[src/rtl/gs_frame_sequencer.sv]
// rtl/gs_frame_sequencer.sv - grayscale-shift frame sequencer for the multiplexed LED driver chain
module gs_frame_sequencer #(
  parameter int NB_ANGLES         = 128,
  parameter int NB_LEDS_PER_GROUP = 16,
  parameter int NB_COLORS         = 3,
  parameter int NB_BITS           = 9,
  parameter int NB_ROWS           = 4,
  parameter int WRTGS_LEN         = 1,
  parameter int LATGS_LEN         = 3,
  localparam int ANGLE_WIDTH = $clog2(NB_ANGLES),
  localparam int LED_WIDTH   = $clog2(NB_LEDS_PER_GROUP),
  localparam int COLOR_WIDTH = (NB_COLORS > 1) ? $clog2(NB_COLORS) : 1,
  localparam int BIT_WIDTH   = (NB_BITS > 1) ? $clog2(NB_BITS) : 1,
  localparam int ROW_WIDTH   = (NB_ROWS > 1) ? $clog2(NB_ROWS) : 1
) (
  input  logic                   clk,
  input  logic                   rst,
  input  logic                   SCLK,
  input  logic [ANGLE_WIDTH-1:0] angle,
  input  logic                   FC_en,
  output logic [COLOR_WIDTH-1:0] color,
  output logic [LED_WIDTH-1:0]   led,
  output logic [BIT_WIDTH-1:0]   bit_sel,
  output logic [ROW_WIDTH-1:0]   row,
  output logic [NB_ROWS-1:0]     row_en,
  output logic                   LAT,
  output logic                   busy,
  output logic                   frame_done
);

  localparam int REM_MAX   = NB_LEDS_PER_GROUP * NB_COLORS;
  localparam int REM_WIDTH = $clog2(REM_MAX + 1);

  typedef enum logic [1:0] {
    PRELOAD = 2'd0,
    DISPLAY = 2'd1,
    DONE    = 2'd2
  } state_t;

  state_t                 state;
  logic                   prev_sclk;
  logic [ANGLE_WIDTH-1:0] prev_angle;
  logic                   sclk_edge;
  logic                   new_angle;
  logic                   restart;
  logic                   color_carry;
  logic                   led_carry;
  logic                   plane_end;
  logic [REM_WIDTH-1:0]   rem;
  logic [REM_WIDTH-1:0]   lat_len;

  // Edge and angle history run unconditionally so a stale angle never looks new after reset.
  always_ff @(posedge clk) begin
    prev_sclk  <= SCLK;
    prev_angle <= angle;
  end

  assign sclk_edge   = SCLK & ~prev_sclk;
  assign new_angle   = (angle != prev_angle);
  assign restart     = FC_en | new_angle;
  assign color_carry = (color == '0);
  assign led_carry   = color_carry & (led == '0);
  assign plane_end   = led_carry & (bit_sel == '0);

  always_ff @(posedge clk) begin
    if (rst || restart) begin
      color      <= COLOR_WIDTH'(NB_COLORS - 1);
      led        <= LED_WIDTH'(NB_LEDS_PER_GROUP - 1);
      bit_sel    <= BIT_WIDTH'(NB_BITS - 1);
      row        <= '0;
      state      <= PRELOAD;
      frame_done <= 1'b0;
    end else begin
      frame_done <= 1'b0;
      if (sclk_edge && state != DONE) begin
        color <= color_carry ? COLOR_WIDTH'(NB_COLORS - 1) : color - 1'b1;
        if (color_carry)
          led <= (led == '0) ? LED_WIDTH'(NB_LEDS_PER_GROUP - 1) : led - 1'b1;
        if (led_carry)
          bit_sel <= (bit_sel == '0) ? BIT_WIDTH'(NB_BITS - 1) : bit_sel - 1'b1;
        if (plane_end) begin
          case (state)
            PRELOAD: begin
              state <= DISPLAY;
              row   <= '0;
            end
            DISPLAY: begin
              if (row == ROW_WIDTH'(NB_ROWS - 1)) begin
                state      <= DONE;
                frame_done <= 1'b1;
              end else begin
                row <= row + 1'b1;
              end
            end
            default: state <= DONE;
          endcase
        end
      end
    end
  end

  // rem counts shifts left in the plane, so LAT spans the final L shift periods.
  assign rem     = REM_WIDTH'(led) * REM_WIDTH'(NB_COLORS) + REM_WIDTH'(color);
  assign lat_len = (bit_sel == '0) ? REM_WIDTH'(LATGS_LEN) : REM_WIDTH'(WRTGS_LEN);
  assign busy    = (state == PRELOAD) || (state == DISPLAY);
  assign LAT     = busy && (rem < lat_len);
  assign row_en  = (state == DISPLAY) ? (NB_ROWS'(1) << row) : '0;

endmodule
[config.mk]
export PLATFORM = sky130hd
export DESIGN_NAME = gs_frame_sequencer
export DESIGN_NICKNAME = d
export VERILOG_FILES = /design/src/rtl/gs_frame_sequencer.sv
export SDC_FILE = /design/constraint.sdc
export NUM_CORES = 1
export LEC_CHECK = 0
export ABC_AREA = 1
export BUFFER_PORTS_ARGS = -buffer_cell sky130_fd_sc_hd__buf_2
export CAP_MARGIN = 20
export CORE_MARGIN = 3
export CORE_UTILIZATION = 57
export CTS_BUF_LIST = sky130_fd_sc_hd__clkbuf_4
export DETAILED_ROUTE_END_ITERATION = 8
export PLACE_DENSITY = 0.83
export SKIP_LAST_GASP = 1
export SYNTH_ARGS = -nofsm -noshare
export SYNTH_HDL_FRONTEND = slang
export SYNTH_SLANG_ARGS = --single-unit
[constraint.sdc]
create_clock -name clk -period 2.4 [get_ports clk]
set_input_delay 0.48 -clock clk [delete_from_list [all_inputs] [get_ports clk]]
set_output_delay 0.48 -clock clk [all_outputs]
set_load 0.1 [all_outputs]
==> metrics <==
synth top area cells dfxtp_1 30%, ha_1 15%, nand2_1 14%; clock buffer count from CTS 3; Post-Synthesis Cells 217; Chip Width 57.7 µm; Hold Path Stages 1; grt ovf 0; CTS tree yes; IO Pins 30; net count after synthesis 248; DP Wirelength 2.30 mm; antenna diode count 0; RSZ-0062 raised after global routing yes; Leak 0.985 nW; r2r worst-path depth 10; Post-synth top cells 57 x nand2_1, 49 x inv_1, 23 x dfxtp_1; final setup fails 1; EDFF count, synth 0; DR vias 1,329; Slew Viols, Final 0; f_max 323 MHz; R2R Setup Slk 0.72 ns; Tot Pwr 0.000614 W; Netlist cell types 26; cell-internal power 0.000464 W; vias per cell 4.66; chip height 57.7 µm; initial DRC count 48; DRC 0; fillcell total 213; worst-case hold path end point prev_sclk; Post-synth ARST share 0; Setup CP Type flip-flop to primary output; GP Congestion 0.793; Starting Density 0.610; Max Cap Violations 0; CP startpoint kind flip-flop; Synth area leader dfxtp_1; Arrival @ worst endpoint 2.61 ns; clock latency on the worst-skew pair 0.32 ns; Switch Pwr 0.000150 W; critical-path maximum fanout 2; Post-CTS Setup Inserts 0; Worst-path clk slew 0.13 ns; Hold Vio Cnt, Final 0; largest net degree at the start of global routing 14; # hold bufs at CTS 0; H-Tree Depth 1; PwrDens 332 mW/mm²; Critical Path RT 1.92 ns; VDD IR max 0.461 mV; via count of the first global-routing pass 1,221; violated checks negative setup slack; clk sinks 23; GRT Total Usage 0.192; slew of the pin with the lowest slew margin 0.498 ns; setup tns final -0.693 ns; Row Count 18; initial antenna violation count 0; drt pass-1 iters 4; first-pass GRT wire length 4.98 mm; fin area 0.00185 mm²; area delta synth->final 21.3%; die area 0.00333 mm²; yosys warns 0; post-synth design cell area 0.00152 mm²; share of cells above drive strength 1 0.278; sequential share of power 0.633; Final ANT Viol Nets 0; Sw Share 0.244; Mapped Avg Cell Area 7.02 µm²; wire length per cell 9.74 µm; WL final 2.78 mm; worst r2r src led[1]; Worst setup EP type primary output; most numerous cell in the Yosys netlist nand2_1; status finished with violations; hold wc startpoint SCLK; final clock skew 0.00673 ns; Tmin final 3.09 ns; Clk pwr share 0.302; Worst Slack Setup Final -0.693 ns; combinational share of power 0.065; Placed Area 0.00182 mm²; Final nets 287; CORE AREA 0.00250 mm²; Buffers on Ports 29; register area share after synthesis 0.302; maximum clock path buffer count 2; Slew HR 0.671; Worst R2R End bit_sel[2]; top-area cell type share of the netlist area 0.302; Yosys reg bits 23; CTS Root Cell clkbuf_4; Tcrit/Tclk final 1.29; Synth Flop Type dfxtp_1; HP Class input port to flip-flop
-- power by group through the flow --
stage | sequential (W) | clock [W] | combinational, W
after detailed placement | 0.000397 | 0 | 0.0000404
final | 0.000389 | 0.000185 | 0.0000398
after global routing | 0.000390 | 0.000204 | 0.0000473
after floorplan | 0.000397 | 0 | 0.0000261
after global placement | 0.000397 | 0 | 0.0000391
after CTS | 0.000389 | 0.000193 | 0.0000405
-- layer usage --
metal,track usage,wire length [µm]
met1,0.230,1210
met2,0.315,1330
met3,0.0713,178
met4,0.0728,53
met5,0,0
-- worst max-delay path, cell delays in order, from the launching register on --
cell and delay (ns):
dfxtp_4 0.37, fa_1 0.56, ha_2 0.19, inv_2 0.04, fa_2 0.50, nand3b_1 0.12
nor4_4 0.28, buf_12 0.21
-- worst max path at each step --
stage               startpoint  endpoint  slack (ns)  cells past startpoint
CTS                     led[1]       LAT       -0.71                      7
detailed placement      led[0]       LAT       -0.39                     10
global route            led[1]       LAT       -0.76                      7
finish                  led[1]       LAT       -0.69                      7
floorplan               led[0]       LAT       -0.98                      9
global placement        led[0]       LAT       -0.28                      7
-- kinds of logic (layout without fill, tap and decap cells) --
group | Yosys count | after routing | synth area share
AND/OR/NAND/NOR | 112 | 112 | 0.349
buffers and inverters | 53 | 91 | 0.143
flip-flops | 23 | 23 | 0.302
adder cells (fa/ha/maj) | 20 | 20 | 0.174
AO/OA/AOI/OAI | 8 | 8 | 0.0263
XOR/XNOR | 1 | 1 | 0.00575
-- registers in the layout, summed over array words and instances (netlist names) --
register	cells
prev_angle	7
color	2
bit_sel	4
led	4
row	2
frame_done	1
prev_sclk	1
state	2
-- stage by stage --
| stage | utilization | instances | hold WS, ns | worst slack (ns) |
|---|---|---|---|---|
| floorplan | - | 217 | 0.477 | -0.981 |
| global placement | 0.729 | 281 | 0.454 | -0.276 |
| detailed placement | 0.729 | 281 | 0.457 | -0.386 |
| CTS | 0.740 | 285 | 0.257 | -0.707 |
| global route | 0.740 | 285 | 0.245 | -0.764 |
| finish | 0.740 | 285 | 0.267 | -0.693 |
-- cell type report --
class	instances	area (µm²)	share of cell area
clock buffer	3	22.5	0.0122
clock inverter	1	5.00	0.00271
inverter	51	199	0.108
multi-input combinational	141	893	0.483
sequential	23	479	0.259
tap	30	37.5	0.0203
timing repair buffer	36	213	0.115
-- what timing repair did --
action / in CTS / in global routing
endpoints found under the setup margin: 1 / 1
gates resized for setup: 1 / 0
pin swaps: 4 / 0
-- cells in the final DEF, fill, tap and decap left out, types with 4 or more instances in the layout --
cell type	count
nand3_1	15
nor2_4	4
ha_1	17
a21oi_1	5
buf_4	7
buf_2	28
nand2_2	4
nand2_1	56
inv_1	48
dfxtp_1	16
dfxtp_4	4
nor2_1	18
Power figures use the tool's default switching activity.
